--- config.mk ---
export PLATFORM = sky130hd
export DESIGN_NAME = hamming_serial_tx_flat
export DESIGN_NICKNAME = d
export VERILOG_FILES = /design/src/rtl/hamming_pkg.sv /design/src/rtl/hamming_serial_tx_if.sv /design/src/rtl/nibble_fifo.sv /design/src/rtl/hamming_serial_tx.sv /design/src/flat_wrapper.sv
export SDC_FILE = /design/constraint.sdc
export NUM_CORES = 1
export LEC_CHECK = 0
export ABC_AREA = 1
export ABC_CLOCK_PERIOD_IN_PS = 5050
export CAP_MARGIN = 10
export CORE_UTILIZATION = 62
export CTS_CLUSTER_SIZE = 30
export DETAILED_ROUTE_END_ITERATION = 8
export PLACE_DENSITY = 0.83
export RECOVER_POWER = 25
export SYNTH_ARGS = -nofsm -noshare
export SYNTH_HDL_FRONTEND = slang
export SYNTH_SLANG_ARGS = --single-unit
export TNS_END_PERCENT = 5
--- constraint.sdc ---
create_clock -name clk -period 5.05 [get_ports clk]
set_input_delay 0.7575 -clock clk [delete_from_list [all_inputs] [get_ports clk]]
set_output_delay 0.7575 -clock clk [all_outputs]
set_load 0.005 [all_outputs]
--- src/rtl/hamming_pkg.sv ---
// Shared Hamming(7,4) definitions for the serial transmit/receive pair.
package hamming_pkg;

  localparam int DATA_W = 4;
  localparam int CODE_W = 7;

  typedef enum logic [1:0] {
    IDLE  = 2'd0,
    SHIFT = 2'd1,
    GAP   = 2'd2
  } state_t;

  // Codeword is returned in position order: bit 6 = position 1 (p1) ... bit 0 = position 7 (d4).
  function automatic logic [CODE_W-1:0] hamming_encode(input logic [DATA_W-1:0] d);
    logic p1, p2, p4;
    p1 = d[3] ^ d[2] ^ d[0];
    p2 = d[3] ^ d[1] ^ d[0];
    p4 = d[2] ^ d[1] ^ d[0];
    return {p1, p2, d[3], p4, d[2], d[1], d[0]};
  endfunction

endpackage

--- src/rtl/hamming_serial_tx_if.sv ---
// Nibble handshake plus serial line outputs of the Hamming transmitter.
interface hamming_serial_tx_if;
  import hamming_pkg::*;

  logic [DATA_W-1:0] in_data;
  logic              in_valid;
  logic              in_ready;
  logic              data_line;
  logic              strobe;
  logic              frame_done;
  logic              busy;

  modport master (
    output in_data, in_valid,
    input  in_ready, data_line, strobe, frame_done, busy
  );

  modport slave (
    input  in_data, in_valid,
    output in_ready, data_line, strobe, frame_done, busy
  );

endinterface

--- src/rtl/nibble_fifo.sv ---
// Small show-ahead synchronous FIFO for 4-bit nibbles.
module nibble_fifo
  import hamming_pkg::*;
#(
  parameter int DEPTH = 4
) (
  input  logic                   clk,
  input  logic                   rst,
  input  logic [DATA_W-1:0]      wr_data,
  input  logic                   wr_en,
  output logic [DATA_W-1:0]      rd_data,
  input  logic                   rd_en,
  output logic                   full,
  output logic                   empty,
  output logic [$clog2(DEPTH):0] count
);

  localparam int AW = $clog2(DEPTH);

  logic [DATA_W-1:0] mem [DEPTH];
  logic [AW-1:0]     wr_ptr;
  logic [AW-1:0]     rd_ptr;
  logic              do_wr;
  logic              do_rd;

  // A write is refused while full, even if a read frees a slot on the same edge.
  assign do_wr   = wr_en && !full;
  assign do_rd   = rd_en && !empty;
  assign full    = (count == (AW+1)'(DEPTH));
  assign empty   = (count == '0);
  assign rd_data = mem[rd_ptr];

  // Storage array; contents are don't-care after reset.
  always_ff @(posedge clk) begin
    if (do_wr) mem[wr_ptr] <= wr_data;
  end

  // Pointer and occupancy tracking; pointers wrap naturally for power-of-two depth.
  always_ff @(posedge clk or posedge rst) begin
    if (rst) begin
      wr_ptr <= '0;
      rd_ptr <= '0;
      count  <= '0;
    end else begin
      if (do_wr) wr_ptr <= wr_ptr + 1'b1;
      if (do_rd) rd_ptr <= rd_ptr + 1'b1;
      case ({do_wr, do_rd})
        2'b10:   count <= count + 1'b1;
        2'b01:   count <= count - 1'b1;
        default: count <= count;
      endcase
    end
  end

endmodule

--- src/rtl/hamming_serial_tx.sv ---
// Hamming(7,4) serial transmitter: FIFO-buffered nibbles sent as strobed 7-bit frames.
//
// state | meaning
// IDLE  | line quiet, waiting for a queued nibble
// SHIFT | frame bits on the line, cnt = index of bit currently driven
// GAP   | strobe held low between frames, gcnt counts low cycles
module hamming_serial_tx
  import hamming_pkg::*;
#(
  parameter int DEPTH = 4,
  parameter int GAP   = 1
) (
  input  logic              clk,
  input  logic              rst,
  hamming_serial_tx_if.slave bus
);

  localparam int GW = (GAP > 1) ? $clog2(GAP) : 1;

  state_t              state, state_n;
  logic [2:0]          cnt, cnt_n;
  logic [GW-1:0]       gcnt, gcnt_n;
  logic [CODE_W-2:0]   sreg, sreg_n;
  logic                data_q, data_n;
  logic                strobe_q, strobe_n;
  logic                done_q, done_n;
  logic                pop;
  logic [CODE_W-1:0]   codeword;

  logic [DATA_W-1:0]     fifo_rd_data;
  logic                  fifo_full;
  logic                  fifo_empty;
  logic [$clog2(DEPTH):0] fifo_count;

  nibble_fifo #(.DEPTH(DEPTH)) u_fifo (
    .clk     (clk),
    .rst     (rst),
    .wr_data (bus.in_data),
    .wr_en   (bus.in_valid),
    .rd_data (fifo_rd_data),
    .rd_en   (pop),
    .full    (fifo_full),
    .empty   (fifo_empty),
    .count   (fifo_count)
  );

  assign codeword       = hamming_encode(fifo_rd_data);
  assign bus.in_ready   = !fifo_full;
  assign bus.data_line  = data_q;
  assign bus.strobe     = strobe_q;
  assign bus.frame_done = done_q;
  assign bus.busy       = (state != IDLE) || (fifo_count != '0);

  // Next-state and next-output logic; the shift register holds only the bits not yet driven.
  always_comb begin
    state_n  = state;
    cnt_n    = cnt;
    gcnt_n   = gcnt;
    sreg_n   = sreg;
    data_n   = 1'b0;
    strobe_n = 1'b0;
    done_n   = 1'b0;
    pop      = 1'b0;
    case (state)
      IDLE: begin
        if (!fifo_empty) begin
          pop      = 1'b1;
          sreg_n   = codeword[CODE_W-2:0];
          data_n   = codeword[CODE_W-1];
          strobe_n = 1'b1;
          cnt_n    = 3'd0;
          state_n  = SHIFT;
        end
      end
      SHIFT: begin
        if (cnt != 3'd6) begin
          data_n   = sreg[CODE_W-2];
          sreg_n   = {sreg[CODE_W-3:0], 1'b0};
          strobe_n = 1'b1;
          cnt_n    = cnt + 3'd1;
        end else begin
          done_n  = 1'b1;
          gcnt_n  = '0;
          state_n = hamming_pkg::GAP;
        end
      end
      hamming_pkg::GAP: begin
        gcnt_n = gcnt + 1'b1;
        if (gcnt == GW'(GAP - 1)) begin
          if (!fifo_empty) begin
            pop      = 1'b1;
            sreg_n   = codeword[CODE_W-2:0];
            data_n   = codeword[CODE_W-1];
            strobe_n = 1'b1;
            cnt_n    = 3'd0;
            state_n  = SHIFT;
          end else begin
            state_n = IDLE;
          end
        end
      end
      default: state_n = IDLE;
    endcase
  end

  // State, counters and registered line outputs; reset abandons any frame in flight.
  always_ff @(posedge clk or posedge rst) begin
    if (rst) begin
      state    <= IDLE;
      cnt      <= '0;
      gcnt     <= '0;
      sreg     <= '0;
      data_q   <= 1'b0;
      strobe_q <= 1'b0;
      done_q   <= 1'b0;
    end else begin
      state    <= state_n;
      cnt      <= cnt_n;
      gcnt     <= gcnt_n;
      sreg     <= sreg_n;
      data_q   <= data_n;
      strobe_q <= strobe_n;
      done_q   <= done_n;
    end
  end

endmodule

--- src/flat_wrapper.sv ---
// flat-port wrapper written by rule: the top's interface ports become plain ports
module hamming_serial_tx_flat import hamming_pkg::*;
#(
  parameter int DEPTH = 4,
  parameter int GAP   = 1
)
  (clk, rst, bus_in_data, bus_in_valid, bus_in_ready, bus_data_line, bus_strobe, bus_frame_done, bus_busy);
  hamming_serial_tx_if bus_i ();
  input  logic clk;
  input  logic rst;
  input wire logic [$bits(bus_i.in_data)-1:0] bus_in_data;
  input wire logic [$bits(bus_i.in_valid)-1:0] bus_in_valid;
  output wire logic [$bits(bus_i.in_ready)-1:0] bus_in_ready;
  output wire logic [$bits(bus_i.data_line)-1:0] bus_data_line;
  output wire logic [$bits(bus_i.strobe)-1:0] bus_strobe;
  output wire logic [$bits(bus_i.frame_done)-1:0] bus_frame_done;
  output wire logic [$bits(bus_i.busy)-1:0] bus_busy;
  assign bus_i.in_data = bus_in_data;
  assign bus_i.in_valid = bus_in_valid;
  assign bus_in_ready = bus_i.in_ready;
  assign bus_data_line = bus_i.data_line;
  assign bus_strobe = bus_i.strobe;
  assign bus_frame_done = bus_i.frame_done;
  assign bus_busy = bus_i.busy;
  hamming_serial_tx #(.DEPTH(DEPTH), .GAP(GAP)) u_core (.clk(clk), .rst(rst), .bus(bus_i));
endmodule
==> results of run 1 <==
[cell usage in the layout (no fill, tap or decap), drive strengths merged]
| cell type | n |
|---|---|
| a21oi | 4 |
| clkbuf | 6 |
| clkdlybuf4s50 | 7 |
| clkinv | 1 |
| dfrtp | 22 |
| dlygate4sd3 | 4 |
| edfxtp | 16 |
| fa | 1 |
| ha | 7 |
| inv | 32 |
| nand2 | 62 |
| nand3 | 22 |
| nand3b | 1 |
| nand4 | 1 |
| nor2 | 18 |
| o21ai | 9 |
| o22ai | 2 |
| xnor2 | 1 |
| xor2 | 3 |
[registers in the layout (all words and copies together) (netlist names)]
name / count
u_core.sreg: 6
u_core.state: 2
u_core.gcnt: 1
u_core.bus.frame_done: 1
u_core.u_fifo.mem: 16
u_core.u_fifo.rd_ptr: 2
u_core.bus.strobe: 1
u_core.u_fifo.wr_ptr: 2
u_core.bus.data_line: 1
u_core.cnt: 3
u_core.u_fifo.count: 3
[cell families after synthesis]
| group | synth area share |
|---|---|
| flip-flops | 0.536 |
| buffers and inverters | 0.0774 |
| AND/OR/NAND/NOR | 0.272 |
| XOR/XNOR | 0.0182 |
| adder cells (fa/ha/maj) | 0.0559 |
| AO/OA/AOI/OAI | 0.0403 |
[power by group through the flow]
stage | Clock [mW] | Combinational (mW) | Sequential [mW]
3_3_place_gp | 0 | 0.607 | 0.513
4_1_cts | 0.170 | 0.641 | 0.513
3_5_place_dp | 0 | 0.637 | 0.519
6_report | 0.165 | 0.622 | 0.513
2_1_floorplan | 0 | 0.538 | 0.486
5_1_grt | 0.180 | 0.712 | 0.526
[stage by stage]
step            util  cell area, µm²  power (mW)  hold slack (ps)  worst slack (ps)
3_5_place_dp   0.716            2040        1.16              466              2440
5_1_grt        0.732            2090        1.42              511              2590
3_3_place_gp   0.716            2040        1.12              459              2510
2_1_floorplan      -            1920        1.02              444              2970
6_report       0.732            2090        1.30              485              2700
4_1_cts        0.738            2110        1.33              485              2670
[per-layer routing]
| metal | routed length (µm) | track usage | vias up | share of wire |
|---|---|---|---|---|
| li1 | - | - | 675 | - |
| met1 | 1430 | 0.294 | 612 | 0.44 |
| met2 | 1620 | 0.360 | 35 | 0.50 |
| met3 | 167 | 0.0647 | 5 | 0.051 |
| met4 | 59 | 0.133 | 0 | 0.018 |
| met5 | 0 | 0 | - | 0 |
[worst max-delay path by stage]
stage / from / end / cells past startpoint
2_1_floorplan: bus_in_valid / u_core.u_fifo.count[2] / 7
3_3_place_gp: bus_in_valid / u_core.u_fifo.count[2] / 8
3_5_place_dp: bus_in_valid / u_core.u_fifo.count[2] / 8
4_1_cts: u_core.u_fifo.count[1] / bus_busy / 4
5_1_grt: u_core.u_fifo.count[1] / bus_busy / 4
6_report: u_core.u_fifo.count[1] / bus_busy / 4
[cell type report]
cell class / count / area (µm²) / area share
flip-flops and latches: 38 / 1030 / 0.494
multi-input cells: 131 / 727 / 0.348
inverters: 31 / 119 / 0.0569
repair buffers: 11 / 110 / 0.0527
clock buffers: 6 / 51.3 / 0.0246
well taps: 31 / 38.8 / 0.0186
clock inverters: 2 / 11.3 / 0.00539
==> flow_summary.yaml, run 1 <==
floorplanning:
  initial_utilization: 0.675
  ioPinCount: 12
  core-area_um2: 2850
  die-area_um2: 3330
  chipHeight_um: 57.7
  die_w_um: 57.7
  core.rowCount: 19
critical_path:
  path_max_fanout: 3
  r2r_cells: 9
  setup.worst_path.end_class: "primary output"
  max_stage_delay_ps: 440
  required_ps: 4290
  cp-start-kind: "register"
  criticalPathCategory: "reg -> out"
  worstPathArrival_ps: 1590
  cp_slowest_cell: "clkdlybuf4s50_1"
  timing.rr.end: "u_core.u_fifo.count[2]"
  rr_startpoint: "u_core.u_fifo.count[1]"
  cp_top_family: "buffers and inverters"
  worst-path-buf-inv: 2
  reg2reg_slack_ps: 2960
  worstPathCellList: "inv_1 -> nand3_1 -> nand3b_1 -> clkdlybuf4s50_1"
synthesis:
  synth-seq-cells: 38
  netlist_area_um2: 1920
  ys.flop_type: "dfrtp_1"
  synth_top_cell_area_share: 0.286
  synthTopCellsByCount: "nand2_1, inv_1, dfrtp_1"
  synth_edf_count: 16
  yosysWarningCount: 0
  synth.distinct_cells: 25
  synth_area_per_cell_um2: 9.48
  synth.most_common_cell: "nand2_1"
  async_flop_share: 0.579
  netlist_top_cells_area: "dfrtp_1, edfxtp_1, nand2_1"
  yosys.area.top_type: "dfrtp_1"
  syn-num-nets: 218
  ys_seq_area_frac: 0.536
  synthCells: 203
detailed_routing:
  ant_nets: 0
  wl_mm: 3.27
  firstDrtPassIters: 4
  viasPerCell: 5.31
  drt_iter0_markers: 83
  vias: 1327
  wl_per_cell_um: 13.1
  drc: 0
job:
  drv_cap: 0
placed_design:
  routabilityCongestion: 0.832
  dp_cells: 242
  io_buffers: 11
  dpl.hpwl_mm: 2.44
clocking:
  cts_tree: "built"
  clock_latency_ps: 340
  cts_setup_buffers: 0
  ctsResizeCount: 0
  numCtsBuffers: 5
  cts_root_buffer: "clkbuf_4"
  clk_pin_slew_ps: 110
  ctsHoldBuffers: 0
  clockBufferDepth: 2
  cts_sinks: 38
  cts_htree_levels: 2
min_path:
  min_path_type: "reg -> reg"
  min_to: "u_core.gcnt"
  hold_depth: 1
  min_from: "u_core.gcnt"
grt:
  grt_usage: 0.232
  antenna_found_initial: 0
  first_global_vias: 1251
  grt_pass1_wl_mm: 5.55
  overflow: 0
  grt_max_degree: 23
power:
  p_switching_mw: 0.569
  clkPwrFrac: 0.127
  p_leak_nw: 0.998
  seq_power_share: 0.395
  swShare: 0.438
  ir_drop_uv: 400
  pwr-share-comb: 0.478
  internal_power_mw: 0.731
  power.density_nw_per_um2: 623
sta:
  fmax_mhz: 426
  finClkSkew_ps: 13.0
  finalSetupViolCount: 0
  fin_crit_sh: 0.465
  layout_min_cycle_time_ps: 2350
  grt_setup_unrepaired: "false"
  setup_tns_ps: 0
  relSlewSlack: 0.459
  hold_viol_final: 0
  slew_viol_final: 0
  worstMarginPinSlew_ps: 811
layout:
  stdcell_count: 250
  antenna_cells: 0
  final_net_count: 233
  fillers: 210
  area_growth_pct: 8.52
  drive_gt1_frac: 0.164
outcome:
  status: "completed"
Note: power is estimated with default switching activity, not from simulation.
==> run 2, diff against run 1 <==
--- a/config.mk
+++ b/config.mk
@@ -6,12 +6,12 @@
 export NUM_CORES = 1
 export LEC_CHECK = 0
 export ABC_AREA = 1
-export ABC_CLOCK_PERIOD_IN_PS = 5050
+export ABC_CLOCK_PERIOD_IN_PS = 2200
 export CAP_MARGIN = 10
-export CORE_UTILIZATION = 62
+export CORE_UTILIZATION = 58
 export CTS_CLUSTER_SIZE = 30
 export DETAILED_ROUTE_END_ITERATION = 8
-export PLACE_DENSITY = 0.83
+export PLACE_DENSITY = 0.78
 export RECOVER_POWER = 25
 export SYNTH_ARGS = -nofsm -noshare
 export SYNTH_HDL_FRONTEND = slang
==> constraint.sdc (replaced) <==
create_clock -name clk -period 2.2 [get_ports clk]
set_input_delay 0.33 -clock clk [delete_from_list [all_inputs] [get_ports clk]]
set_output_delay 0.33 -clock clk [all_outputs]
set_load 0.005 [all_outputs]
==> run 2 against run 1 <==
Net effect: via count is 2.9% higher; highest routed layer unchanged; first-iteration DRC count increased by 57%; core utilization shrank 3.0 points; hold slack worse by 220 ps; critical path type is now reg -> reg; die area up 6.7%; largest cell class unchanged.
==> flow_summary.yaml, run 2 (synthesis gave the netlist of run 1 again) <==
outcome:
  status: "completed"
sta:
  relSlewSlack: 0.288
  grt_setup_unrepaired: "false"
  setup_tns_ps: 0
  worstMarginPinSlew_ps: 1070
  finClkSkew_ps: 12.9
  layout_min_cycle_time_ps: 2070
  hold_viol_final: 0
  slew_viol_final: 0
  finalSetupViolCount: 0
  fin_crit_sh: 0.939
  fmax_mhz: 484
critical_path:
  setup.worst_path.end_class: "register"
  cp-start-kind: "register"
  criticalPathCategory: "reg -> reg"
  required_ps: 2430
  worstPathArrival_ps: 2290
  r2r_cells: 11
  path_max_fanout: 3
  reg2reg_slack_ps: 130
  rr_startpoint: "u_core.state[1]"
  timing.rr.end: "u_core.u_fifo.count[2]"
detailed_routing:
  drt_iter0_markers: 130
  wl_per_cell_um: 12.8
  firstDrtPassIters: 4
  wl_mm: 3.41
  drc: 0
  vias: 1365
  ant_nets: 0
  viasPerCell: 5.13
layout:
  area_growth_pct: 13.3
  final_net_count: 236
  antenna_cells: 0
  largest_register_ffs: 16
  reg_top3: "u_core.u_fifo.mem x16, u_core.sreg x6"
  largest_register: "u_core.u_fifo.mem"
  layout_common_cells: "nand2_1, inv_1, dfrtp_1, nor2_1, edfxtp_1"
  fin_area_um2: 2180
  final_common_cell: "nand2_1"
  drive_gt1_frac: 0.185
floorplanning:
  initial_utilization: 0.620
  core-area_um2: 3100
  ioPinCount: 12
  chipHeight_um: 59.6
  core.rowCount: 20
  die_w_um: 59.6
  die-area_um2: 3550
grt:
  antenna_found_initial: 0
  first_global_vias: 1389
  overflow: 0
  grt_usage: 0.230
  grt_max_degree: 21
  grt_pass1_wl_mm: 5.82
power:
  p_leak_nw: 1.03
  ir_drop_uv: 725
  power.density_nw_per_um2: 1510
clocking:
  cts_htree_levels: 2
  cts_sinks: 38
  cts_setup_buffers: 0
  cts_tree: "built"
  clock_latency_ps: 340
  numCtsBuffers: 5
  ctsResizeCount: 0
  clk_pin_slew_ps: 110
  ctsHoldBuffers: 0
  clockBufferDepth: 2
  cts_root_buffer: "clkbuf_4"
placed_design:
  routabilityCongestion: 0.860
  dpl.hpwl_mm: 2.56
  placed_area_um2: 2080
  io_buffers: 11
min_path:
  min_path_type: "in -> async"
job:
  drv_cap: 0
[run 2: cell types whose count changed in the layout (fill, tap and decap cells not counted), moves of 2 or more]
cell             change
nand2_1              -2
clkdlybuf4s50_1      +3
bufinv_16            +2
dlygate4sd3_1        -3
buf_4                +2
[run 2: where the power goes]
part / leakage [nW] / total (mW) / switching (mW) / internal, mW
Sequential: 0.413 / 1.18 / 0.179 / 0.998
Combinational: 0.560 / 1.54 / 0.970 / 0.568
Clock: 0.0528 / 0.571 / 0.221 / 0.350
Total: 1.03 / 3.28 / 1.37 / 1.92
[run 2: worst max-delay path: stages (launching register included)]
cell     delay, ps
dfrtp_1        430
inv_2           90
nor2_2          40
nand2_1         80
nand3_2         80
inv_1          110
ha_1           160
inv_1           80
fa_1           450
a21oi_1        160
o21ai_0        120
xor2_1         160
[run 2: layer usage]
layer	vias up	share of wire	global-route usage
met1	652	0.43	0.271
met5	-	0	0
li1	683	-	-
met4	0	0.013	0.113
met3	4	0.036	0.0546
met2	26	0.52	0.392
[run 2: metrics by stage]
stage | util | power [mW] | hold WS [ps] | std cells | setup slack [ps]
2_1_floorplan | - | 2.35 | 319 | 203 | 270
3_3_place_gp | 0.671 | 2.61 | 463 | 258 | 250
3_5_place_dp | 0.671 | 2.71 | 477 | 258 | 119
4_1_cts | 0.704 | 3.28 | 116 | 266 | 131
5_1_grt | 0.702 | 3.54 | 263 | 266 | 19.8
6_report | 0.702 | 3.28 | 263 | 266 | 134
[run 2: cell type report]
cell class	instances	area, µm²
flip-flops and latches	38	1030
fillers	235	923
multi-input cells	131	744
repair buffers	14	129
inverters	31	119
clock inverters	3	63.8
well taps	44	55.1
clock buffers	5	37.5
[run 2: how the worst max path moves through the flow]
stage | end | slack [ps] | cells after the start | startpoint
after floorplan | u_core.u_fifo.count[2] | 270 | 11 | u_core.state[1]
after global placement | u_core.u_fifo.count[2] | 250 | 8 | bus_in_valid
after detailed placement | u_core.u_fifo.count[2] | 120 | 8 | bus_in_valid
after CTS | u_core.u_fifo.count[2] | 130 | 11 | u_core.state[1]
after global routing | u_core.u_fifo.count[2] | 20 | 11 | u_core.state[1]
final | u_core.u_fifo.count[2] | 130 | 11 | u_core.state[1]
==> run 3, diff against run 2 <==
--- a/config.mk
+++ b/config.mk
@@ -6,7 +6,7 @@
 export NUM_CORES = 1
 export LEC_CHECK = 0
 export ABC_AREA = 1
-export ABC_CLOCK_PERIOD_IN_PS = 2200
+export ABC_CLOCK_PERIOD_IN_PS = 2000
 export CAP_MARGIN = 10
 export CORE_UTILIZATION = 58
 export CTS_CLUSTER_SIZE = 30
==> constraint.sdc (replaced) <==
create_clock -name clk -period 2 [get_ports clk]
set_input_delay 0.3 -clock clk [delete_from_list [all_inputs] [get_ports clk]]
set_output_delay 0.3 -clock clk [all_outputs]
set_load 0.005 [all_outputs]
==> run 3 against run 2 <==
Net effect: register-to-register slack got worse by 50 ps; sequential share of layout area increased by 0.22 points; power rose by 3.7%; design area fell by 0.46%; largest power group unchanged; wire length is 1.5% lower; core utilization shrank 0.32 points; maximum frequency increased by 7.6%; die area unchanged.
==> flow_summary.yaml, run 3 (synthesis gave the netlist of run 1 again) <==
sta:
  finalSetupViolCount: 0
  setup_slack_ps: 79.1
  finClkSkew_ps: 7.01
  fmax_mhz: 521
  grt_setup_unrepaired: "false"
  fin_crit_sh: 0.960
  slew_viol_final: 0
  worstMarginPinSlew_ps: 1160
  whs_ps: 500
  layout_min_cycle_time_ps: 1920
  hold_viol_final: 0
  relSlewSlack: 0.229
  setup_tns_ps: 0
clocking:
  numCtsBuffers: 5
  cts_tree: "built"
  cts_htree_levels: 2
  clockBufferDepth: 2
  clk_pin_slew_ps: 100
  cts_sinks: 38
  clock_latency_ps: 330
  cts_root_buffer: "clkbuf_4"
  ctsHoldBuffers: 0
power:
  p_switching_mw: 1.49
  internal_power_mw: 1.92
  swShare: 0.437
  ir_drop_uv: 797
  power.density_nw_per_um2: 1570
  clkPwrFrac: 0.116
  p_total_mw: 3.41
  p_leak_nw: 1.02
  pwr-share-comb: 0.506
  seq_power_share: 0.378
critical_path:
  reg2reg_slack_ps: 80
  required_ps: 2230
  setup.worst_path.end_class: "register"
  cp-start-kind: "register"
  worstPathArrival_ps: 2150
  criticalPathCategory: "reg -> reg"
  path_max_fanout: 3
detailed_routing:
  wl_per_cell_um: 12.4
  drc: 0
  ant_nets: 0
  vias: 1370
  firstDrtPassIters: 4
  drt_iter0_markers: 76
  wl_mm: 3.36
  viasPerCell: 5.07
layout:
  drive_gt1_frac: 0.204
  multiInputGateArea_um2: 747
  final_net_count: 240
  antenna_cells: 0
  seqCellArea_um2: 1030
  final_common_cell: "nand2_1"
  reg_top3: "u_core.u_fifo.mem x16, u_core.sreg x6"
  fillers: 250
  largest_register: "u_core.u_fifo.mem"
  stdcell_count: 270
  area_growth_pct: 12.7
  largest_register_ffs: 16
  layout_common_cells: "nand2_1, inv_1, dfrtp_1, nor2_1, edfxtp_1"
placed_design:
  dp_slack_ps: -61.8
  io_buffers: 11
  dp_cells: 258
  dpl.hpwl_mm: 2.55
  routabilityCongestion: 0.837
floorplanning:
  die_w_um: 59.6
  ioPinCount: 12
  core.rowCount: 20
  chipHeight_um: 59.6
  initial_utilization: 0.620
  core-area_um2: 3100
  die-area_um2: 3550
min_path:
  min_path_type: "reg -> reg"
grt:
  grt_max_degree: 23
  antenna_found_initial: 0
  overflow: 0
  grt_usage: 0.229
  grt_pass1_wl_mm: 5.82
  first_global_vias: 1416
job:
  drv_cap: 0
outcome:
  status: "completed"
## run 3: repair_timing
action                     4_1_cts  5_1_grt
pin swaps                        0        0
setup endpoints to repair        1        1
resized for setup                2        1
buffers inserted                 2        2
## run 3: worst paths after layout
| check | cells past startpoint | start | endpoint |
|---|---|---|---|
| max in group asynchronous | 3 | rst | u_core.u_fifo.rd_ptr[1] |
| min in group asynchronous | 3 | rst | u_core.u_fifo.wr_ptr[0] |
| worst min register to register | 2 | u_core.sreg[5] | u_core.sreg[5] |
| worst min-delay path | 2 | u_core.sreg[5] | u_core.sreg[5] |
| worst max-delay path | 11 | u_core.state[1] | u_core.u_fifo.count[2] |
| worst max register to register | 11 | u_core.state[1] | u_core.u_fifo.count[2] |
## run 3: area by class of cell
class / count / area share
flip-flops and latches: 38 / 0.475
multi-input cells: 131 / 0.344
repair buffers: 18 / 0.0732
inverters: 31 / 0.0548
well taps: 44 / 0.0254
clock buffers: 6 / 0.0236
clock inverters: 2 / 0.00346
## run 3: power by group through the flow
stage                     registers (mW)  logic, mW  clock network (mW)
after floorplan                     1.23       1.36                   0
after global placement              1.29       1.58                   0
after detailed placement            1.31       1.66                   0
after CTS                           1.29       1.70               0.404
after global routing                1.32       1.94               0.435
final                               1.29       1.72               0.394
## run 3: stage by stage
step | cell area, µm² | util
floorplan | 1920 | -
global placement | 2080 | 0.671
detailed placement | 2080 | 0.671
CTS | 2160 | 0.695
global route | 2170 | 0.699
finish | 2170 | 0.699
## run 3: metal layers
layer,GRT usage,share of wire,vias up
met5,0,0,-
met1,0.265,0.42,646
li1,-,-,689
met3,0.0611,0.032,5
met2,0.395,0.53,30
met4,0.106,0.014,0
## run 3: worst max-delay path, cell delays in order, from the launching register on
cell,delay [ps]
dfrtp_1,410
inv_2,70
nor2_2,40
nand2_1,90
nand3_2,90
inv_2,70
ha_1,130
inv_1,80
fa_2,400
a21oi_1,170
o21ai_1,110
xor2_1,150
